`config.mk`:
```
export PLATFORM = sky130hd
export DESIGN_NAME = id_ex_stage_reg
export DESIGN_NICKNAME = d
export VERILOG_FILES = /design/src/rtl/id_ex_stage_reg.sv
export SDC_FILE = /design/constraint.sdc
export NUM_CORES = 1
export LEC_CHECK = 0
export ABC_CLOCK_PERIOD_IN_PS = 5400
export CORE_MARGIN = 2
export CORE_UTILIZATION = 44
export CTS_BUF_LIST = sky130_fd_sc_hd__clkbuf_4
export DETAILED_ROUTE_END_ITERATION = 8
export GPL_TIMING_DRIVEN = 0
export PLACE_DENSITY = 0.93
export SYNTH_ARGS = -nofsm -noshare
export SYNTH_HDL_FRONTEND = slang
export SYNTH_SLANG_ARGS = --single-unit
```
`constraint.sdc`:
```
create_clock -name clk -period 5.4 [get_ports clk]
set_input_delay 1.08 -clock clk [delete_from_list [all_inputs] [get_ports clk]]
set_output_delay 1.08 -clock clk [all_outputs]
set_load 0.05 [all_outputs]
```
`src/rtl/id_ex_stage_reg.sv`:
```
// ID/EX pipeline register with load-use hazard detection, external hold,
// and branch flush (a flush seen during hold is remembered until hold drops).
module id_ex_stage_reg #(
    parameter int DATA_W   = 16,
    parameter int ADDR_W   = 3,
    parameter int ALU_OP_W = 4
) (
    input  logic                clk,
    input  logic                rst,
    input  logic                id_valid,
    input  logic [ADDR_W-1:0]   id_src1_add,
    input  logic [ADDR_W-1:0]   id_src2_add,
    input  logic [ADDR_W-1:0]   id_dst_add,
    input  logic [DATA_W-1:0]   id_rd1,
    input  logic [DATA_W-1:0]   id_rd2,
    input  logic [DATA_W-1:0]   id_imm,
    input  logic                id_wb,
    input  logic                id_mem_read,
    input  logic                id_mem_write,
    input  logic                id_cin,
    input  logic                id_ldm,
    input  logic [ALU_OP_W-1:0] id_alu_op,
    input  logic                hold,
    input  logic                flush,
    output logic                ex_valid,
    output logic                ex_wb,
    output logic                ex_mem_read,
    output logic                ex_mem_write,
    output logic                ex_cin,
    output logic                ex_ldm,
    output logic [ADDR_W-1:0]   ex_src1_add,
    output logic [ADDR_W-1:0]   ex_src2_add,
    output logic [ADDR_W-1:0]   ex_dst_add,
    output logic [DATA_W-1:0]   ex_rd1,
    output logic [DATA_W-1:0]   ex_rd2,
    output logic [DATA_W-1:0]   ex_imm,
    output logic [ALU_OP_W-1:0] ex_alu_op,
    output logic                stall_if_id,
    output logic [15:0]         bubble_cnt
);

    typedef struct packed {
        logic                valid;
        logic                wb;
        logic                mem_read;
        logic                mem_write;
        logic                cin;
        logic                ldm;
        logic [ALU_OP_W-1:0] alu_op;
        logic [ADDR_W-1:0]   src1;
        logic [ADDR_W-1:0]   src2;
        logic [ADDR_W-1:0]   dst;
        logic [DATA_W-1:0]   rd1;
        logic [DATA_W-1:0]   rd2;
        logic [DATA_W-1:0]   imm;
    } stage_t;

    stage_t      id_pkt;
    stage_t      ex_q;
    logic        pend_flush;
    logic [15:0] bubble_cnt_q;
    logic        use1;
    logic        use2;
    logic        load_use;
    logic        flush_eff;

    // Pack decode-stage fields and evaluate the load-use hazard against EX
    always_comb begin
        id_pkt = '{valid: id_valid, wb: id_wb, mem_read: id_mem_read,
                   mem_write: id_mem_write, cin: id_cin, ldm: id_ldm,
                   alu_op: id_alu_op, src1: id_src1_add, src2: id_src2_add,
                   dst: id_dst_add, rd1: id_rd1, rd2: id_rd2, imm: id_imm};
        use1      = ~id_cin;
        use2      = ~id_ldm;
        load_use  = id_valid & ex_q.valid & ex_q.mem_read & ex_q.wb &
                    ((use1 & (id_src1_add == ex_q.dst)) |
                     (use2 & (id_src2_add == ex_q.dst)));
        flush_eff = flush | pend_flush;
    end

    // Stage register: reset > hold > flush > load-use bubble > normal load
    always_ff @(posedge clk) begin
        if (rst) begin
            ex_q         <= '0;
            pend_flush   <= 1'b0;
            bubble_cnt_q <= '0;
        end else if (hold) begin
            if (flush) pend_flush <= 1'b1;
        end else if (flush_eff) begin
            ex_q       <= '0;
            pend_flush <= 1'b0;
        end else if (load_use) begin
            ex_q <= '0;
            if (bubble_cnt_q != 16'hFFFF) bubble_cnt_q <= bubble_cnt_q + 16'd1;
        end else begin
            ex_q <= id_pkt;
        end
    end

    assign stall_if_id  = hold | (load_use & ~flush_eff);
    assign bubble_cnt   = bubble_cnt_q;
    assign ex_valid     = ex_q.valid;
    assign ex_wb        = ex_q.wb;
    assign ex_mem_read  = ex_q.mem_read;
    assign ex_mem_write = ex_q.mem_write;
    assign ex_cin       = ex_q.cin;
    assign ex_ldm       = ex_q.ldm;
    assign ex_alu_op    = ex_q.alu_op;
    assign ex_src1_add  = ex_q.src1;
    assign ex_src2_add  = ex_q.src2;
    assign ex_dst_add   = ex_q.dst;
    assign ex_rd1       = ex_q.rd1;
    assign ex_rd2       = ex_q.rd2;
    assign ex_imm       = ex_q.imm;

endmodule

```
# Word-level counts from Yosys, hierarchy flattened
# Cells that the tools add are included.
# op_classes
n_addsub	1
mul	0
div_mod_pow	0
order_cmp	0
n_eq_ne	4
shift	0
muxes	5
bitwise_logic	14
reduce_logical	3
# ops
cell	count
$mux 67	2
$add 16x1->16 const B	1
$ne 16x16->1 const B	1
$and 1x1->1	7
$eq 3x3->1	2
$not 1->1	4
$reduce_and 4->1	1
$mux 1	3
$or 1x1->1	3
$ne 2x1->1 const B	1
$reduce_and 2->1	1
$reduce_bool 2->1	1
# word_totals
regBits	84
latch_bits	0
ramBits	0
rom_bits	0
inputBits	71
output_inout_bits	84
elab_cells	42
n_memories	0

# Longest topological paths before layout
# logic_depth
depth_word	6
mapped_depth	7
ltp_nobuf	6

# Worst setup path before layout
# Ideal clock, no wire load.
# synth_path
kind	input -> output
start	in id_src2_add[2]
end	out stall_if_id
arrival_time_ns	2.433
required_ns	4.320
path_slack_ns	1.887
cell_stages	4
n_path_buf	0
path_cell_list	xor2_1 or4_4 a21oi_1 a21o_1
# synth_between
elab_chain_cells	6
# synth_lines
item	line_no	rtl
from (decl)	12	input logic [ADDR_W-1:0] id_src2_add,
$eq 3x3->1	77	(use2 & (id_src2_add == ex_q.dst)));
$and 1x1->1	77	
$or 1x1->1	76	((use1 & (id_src1_add == ex_q.dst)) |
$and 1x1->1	75	load_use = id_valid & ex_q.valid & ex_q.mem_read & ex_q.wb &
$and 1x1->1	100	assign stall_if_id = hold | (load_use & ~flush_eff);
$or 1x1->1	100	
to (decl)	38	output logic stall_if_id,
# Every way passes these cells.

# Final worst setup path
# layout_path
start	in id_src1_add[2]
end	out stall_if_id
# layout_between
elab_chain_cells	6
# layout_lines
item	line_no	rtl
from (decl)	11	input logic [ADDR_W-1:0] id_src1_add,
$eq 3x3->1	76	
$and 1x1->1	76	
$or 1x1->1	76	
$and 1x1->1	75	
$and 1x1->1	100	
$or 1x1->1	100	
# Every way passes these cells.

==> impl_metrics.tcl <==
set metrics [dict create \
    routedWlPerCell_um 17.2 \
    fin_skew_ns 0.0113 \
    switching_share 0.265 \
    ys_warn_count 0 \
    final_area_mm2 0.00474 \
    gp_congestion 0.862 \
    insertedDiodeCount 0 \
    muxShareOfSynthArea 0.0386 \
    synth_area_mm2 0.00298 \
    critical_path.slowest_cell "clkdlybuf4s50_1" \
    grt.overflow.total 0 \
    synth_top_area_frac 0.564 \
    min_path_cells 1 \
    grt_max_degree 13 \
    leakagePower_nw 1.84 \
    insertion_delay_ns 0.41 \
    dp_hpwl_um 6710 \
    numClockSinks 84 \
    async_flop_share 0 \
    drc 0 \
    syn_inst 264 \
    slew_violations 0 \
    yosysTopAreaCell "dfxtp_1" \
    drt_iter0_drc 109 \
    combPwrFrac 0.171 \
    cts_tree "built" \
    crit_cells 6 \
    worstPathRequired_ns 4.32 \
    min_period_ns 4.58 \
    die_area_mm2 0.00745 \
    areaGrowthSynthToFinish_pct 58.9 \
    cts-hold-fix-buffers 0 \
    antenna_found_initial 0 \
    worstSetupPathType "input pin to output port" \
    final-hold-violation-count 0 \
    cpMostUsedCell "clkdlybuf4s50_1" \
    crit_family "buffers and inverters" \
    cp.buffers_inverters 2 \
    synth_nets 336 \
    firstDrtPassIters 4 \
    synth_cell_types 30 \
    hold_path.class "flip-flop to flip-flop" \
    cp_max_fo 4 \
    fin_crit_sh 0.848 \
    syn_area_per_cell_um2 11.3 \
    ant_nets 0 \
    placed_area_mm2 0.00461 \
    status "complete, no violations" \
    routed_via_density 5.51 \
    seq_area_frac_synth 0.564 \
    power_per_cell_area_mw_per_mm2 254 \
    cts-root-buf "clkbuf_4" \
    yosys-top-cells-count "dfxtp_1 (84), a22o_1 (67), nor2_1 (19)" \
    post-place-ws_ns 0.830 \
    max-cap-violations 0 \
    power.switching_mw 0.319 \
    crit_arrival_ns 3.50 \
    min-delay-start "ex_src2_add[1]" \
    worst_slew_pin_slew_ns 0.621 \
    clock_path_buffers 2 \
    synth_xor_area_frac 0.0206 \
    synthTopCellsByArea "dfxtp_1 (56%), a22o_1 (20%), mux2_1 (3.0%)" \
    postCtsResizedCells 0 \
    postLayoutCoreUtil 0.733 \
    r2r_start "ex_dst_add[0]" \
    crit_chain "clkdlybuf4s50_1, xor2_1, or4_4, a21oi_1, a21o_1, clkdlybuf4s50_1" \
    maxSlewHeadroom 0.585 \
    synth_top_family_by_area "compound AO/OA/AOI/OAI gates" \
    setup_viol 0 \
    synthAdderAreaFrac 0.00420 \
    cts_buffers 9 \
    fmax_mhz 218 \
    start_util 0.461 \
    grt_use_total 0.232 \
    endpoint_kind "output port" \
    rsz0062_at_grt "no" \
    h-tree-depth 3 \
    synth_most_common_cell "dfxtp_1" \
    r2r-end "ex_rd1[14]" \
    grt_pass1_wl_um 13600 \
    yosys.area_share.simple 0.113 \
    finalWorstSetupSlack_ns 0.820 \
    max-vdd-ir-drop_mv 0.140 \
    setup_tns_ns 0 \
    coreArea_mm2 0.00646 \
    intPower_mw 0.885 \
    reg2reg_slack_ns 2.77 \
    nNetsFinal 500 \
    dr_total_vias 2803 \
    cts_setup_buffers 0 \
    drive_above_1_share 0.0440 \
    synth_compound_area_frac 0.233 \
    synth_enable_flop_cells 0 \
    synth_ff_type "dfxtp_1" \
    hold_ws_ns 0.491 \
    rows 29 \
    crit_path_start_kind "input pin" \
    dieWidth_um 86.3 \
    fp.dieH_um 86.3 \
    slowest_delay_ns 0.80 \
    hold_end "ex_src2_add[1]" \
    totalWireLength_um 8780 \
    pwr-share-seq 0.541 \
    ys_ff_latch 84 \
    reg2reg_depth 7 \
    clk_pin_slew_ns 0.12 \
    grt_pass1_vias 2798 \
    ios 155 \
    pwr-share-clk 0.288 \
    port-buffer-count 153 \
]
layout by cell type (no fill, tap or decap), drive strengths merged:
master and count:
buf 3, a221oi 1, and4 2, nand2b 1, a21o 1, a21oi 6, clkbuf 28, a22o 67
nor3 1, nand2 4, clkdlybuf4s50 153, xor2 6, and3 4, nand3 5, mux2i 1, mux2 9
a31o 4, or4 2, nor3b 1, or3b 1, bufinv 1, clkinv 2, inv 2, nor2b 12
dfxtp 84, xnor2 1, and2 1, nand4 8, ha 1, nor2 19, a311oi 1
sequential cells by signal, indices dropped and copies added (netlist names):
name,flops
ex_valid,1
ex_rd1,16
ex_mem_write,1
ex_src1_add,3
ex_rd2,16
pend_flush,1
ex_wb,1
ex_imm,16
ex_cin,1
ex_dst_add,3
ex_ldm,1
bubble_cnt,16
ex_mem_read,1
ex_alu_op,4
ex_src2_add,3
power groups by stage:
stage / Sequential [mW] / Clock (mW) / Combinational, mW
2_1_floorplan: 0.729 / 0 / 0.0379
3_3_place_gp: 0.663 / 0 / 0.203
3_5_place_dp: 0.664 / 0 / 0.207
4_1_cts: 0.651 / 0.355 / 0.207
5_1_grt: 0.653 / 0.377 / 0.216
6_report: 0.651 / 0.347 / 0.206
metrics by stage:
stage               total power, mW  instances
floorplan                     0.766        264
global placement              0.866        494
detailed placement            0.871        494
CTS                            1.21        509
global route                   1.25        509
finish                         1.20        509
how the worst max path moves through the flow:
stage / end / startpoint / slack, ns
3_3_place_gp: stall_if_id / id_src2_add[2] / 0.83
2_1_floorplan: stall_if_id / id_src2_add[2] / 1.89
6_report: stall_if_id / id_src1_add[2] / 0.82
4_1_cts: stall_if_id / id_src1_add[2] / 0.83
5_1_grt: stall_if_id / id_src1_add[2] / 0.72
3_5_place_dp: stall_if_id / id_src1_add[2] / 0.83
area by class of cell:
class / instances / area [um^2]
Multi-Input combinational cell: 159 / 1220
Inverter: 2 / 7.51
Tap cell: 77 / 96.3
Timing Repair Buffer: 153 / 1530
Fill cell: 470 / 1720
Sequential cell: 84 / 1680
Clock inverter: 3 / 38.8
Buffer: 19 / 72.6
Clock buffer: 12 / 90.1
per-layer routing:
layer / part of all wire / up-vias / global-route usage
met5: 0 / - / 0
met4: 0.027 / 0 / 0.108
met2: 0.50 / 144 / 0.408
met3: 0.082 / 23 / 0.0705
li1: - / 1314 / -
met1: 0.39 / 1322 / 0.256
logic make-up after synthesis:
family / after synthesis
compound gates: 80
fa+ha+maj: 1
mux: 10
xor+xnor: 7
simple gates: 61
flops: 84
buf+inv: 21
No activity file was read; power rests on OpenSTA's default activity.
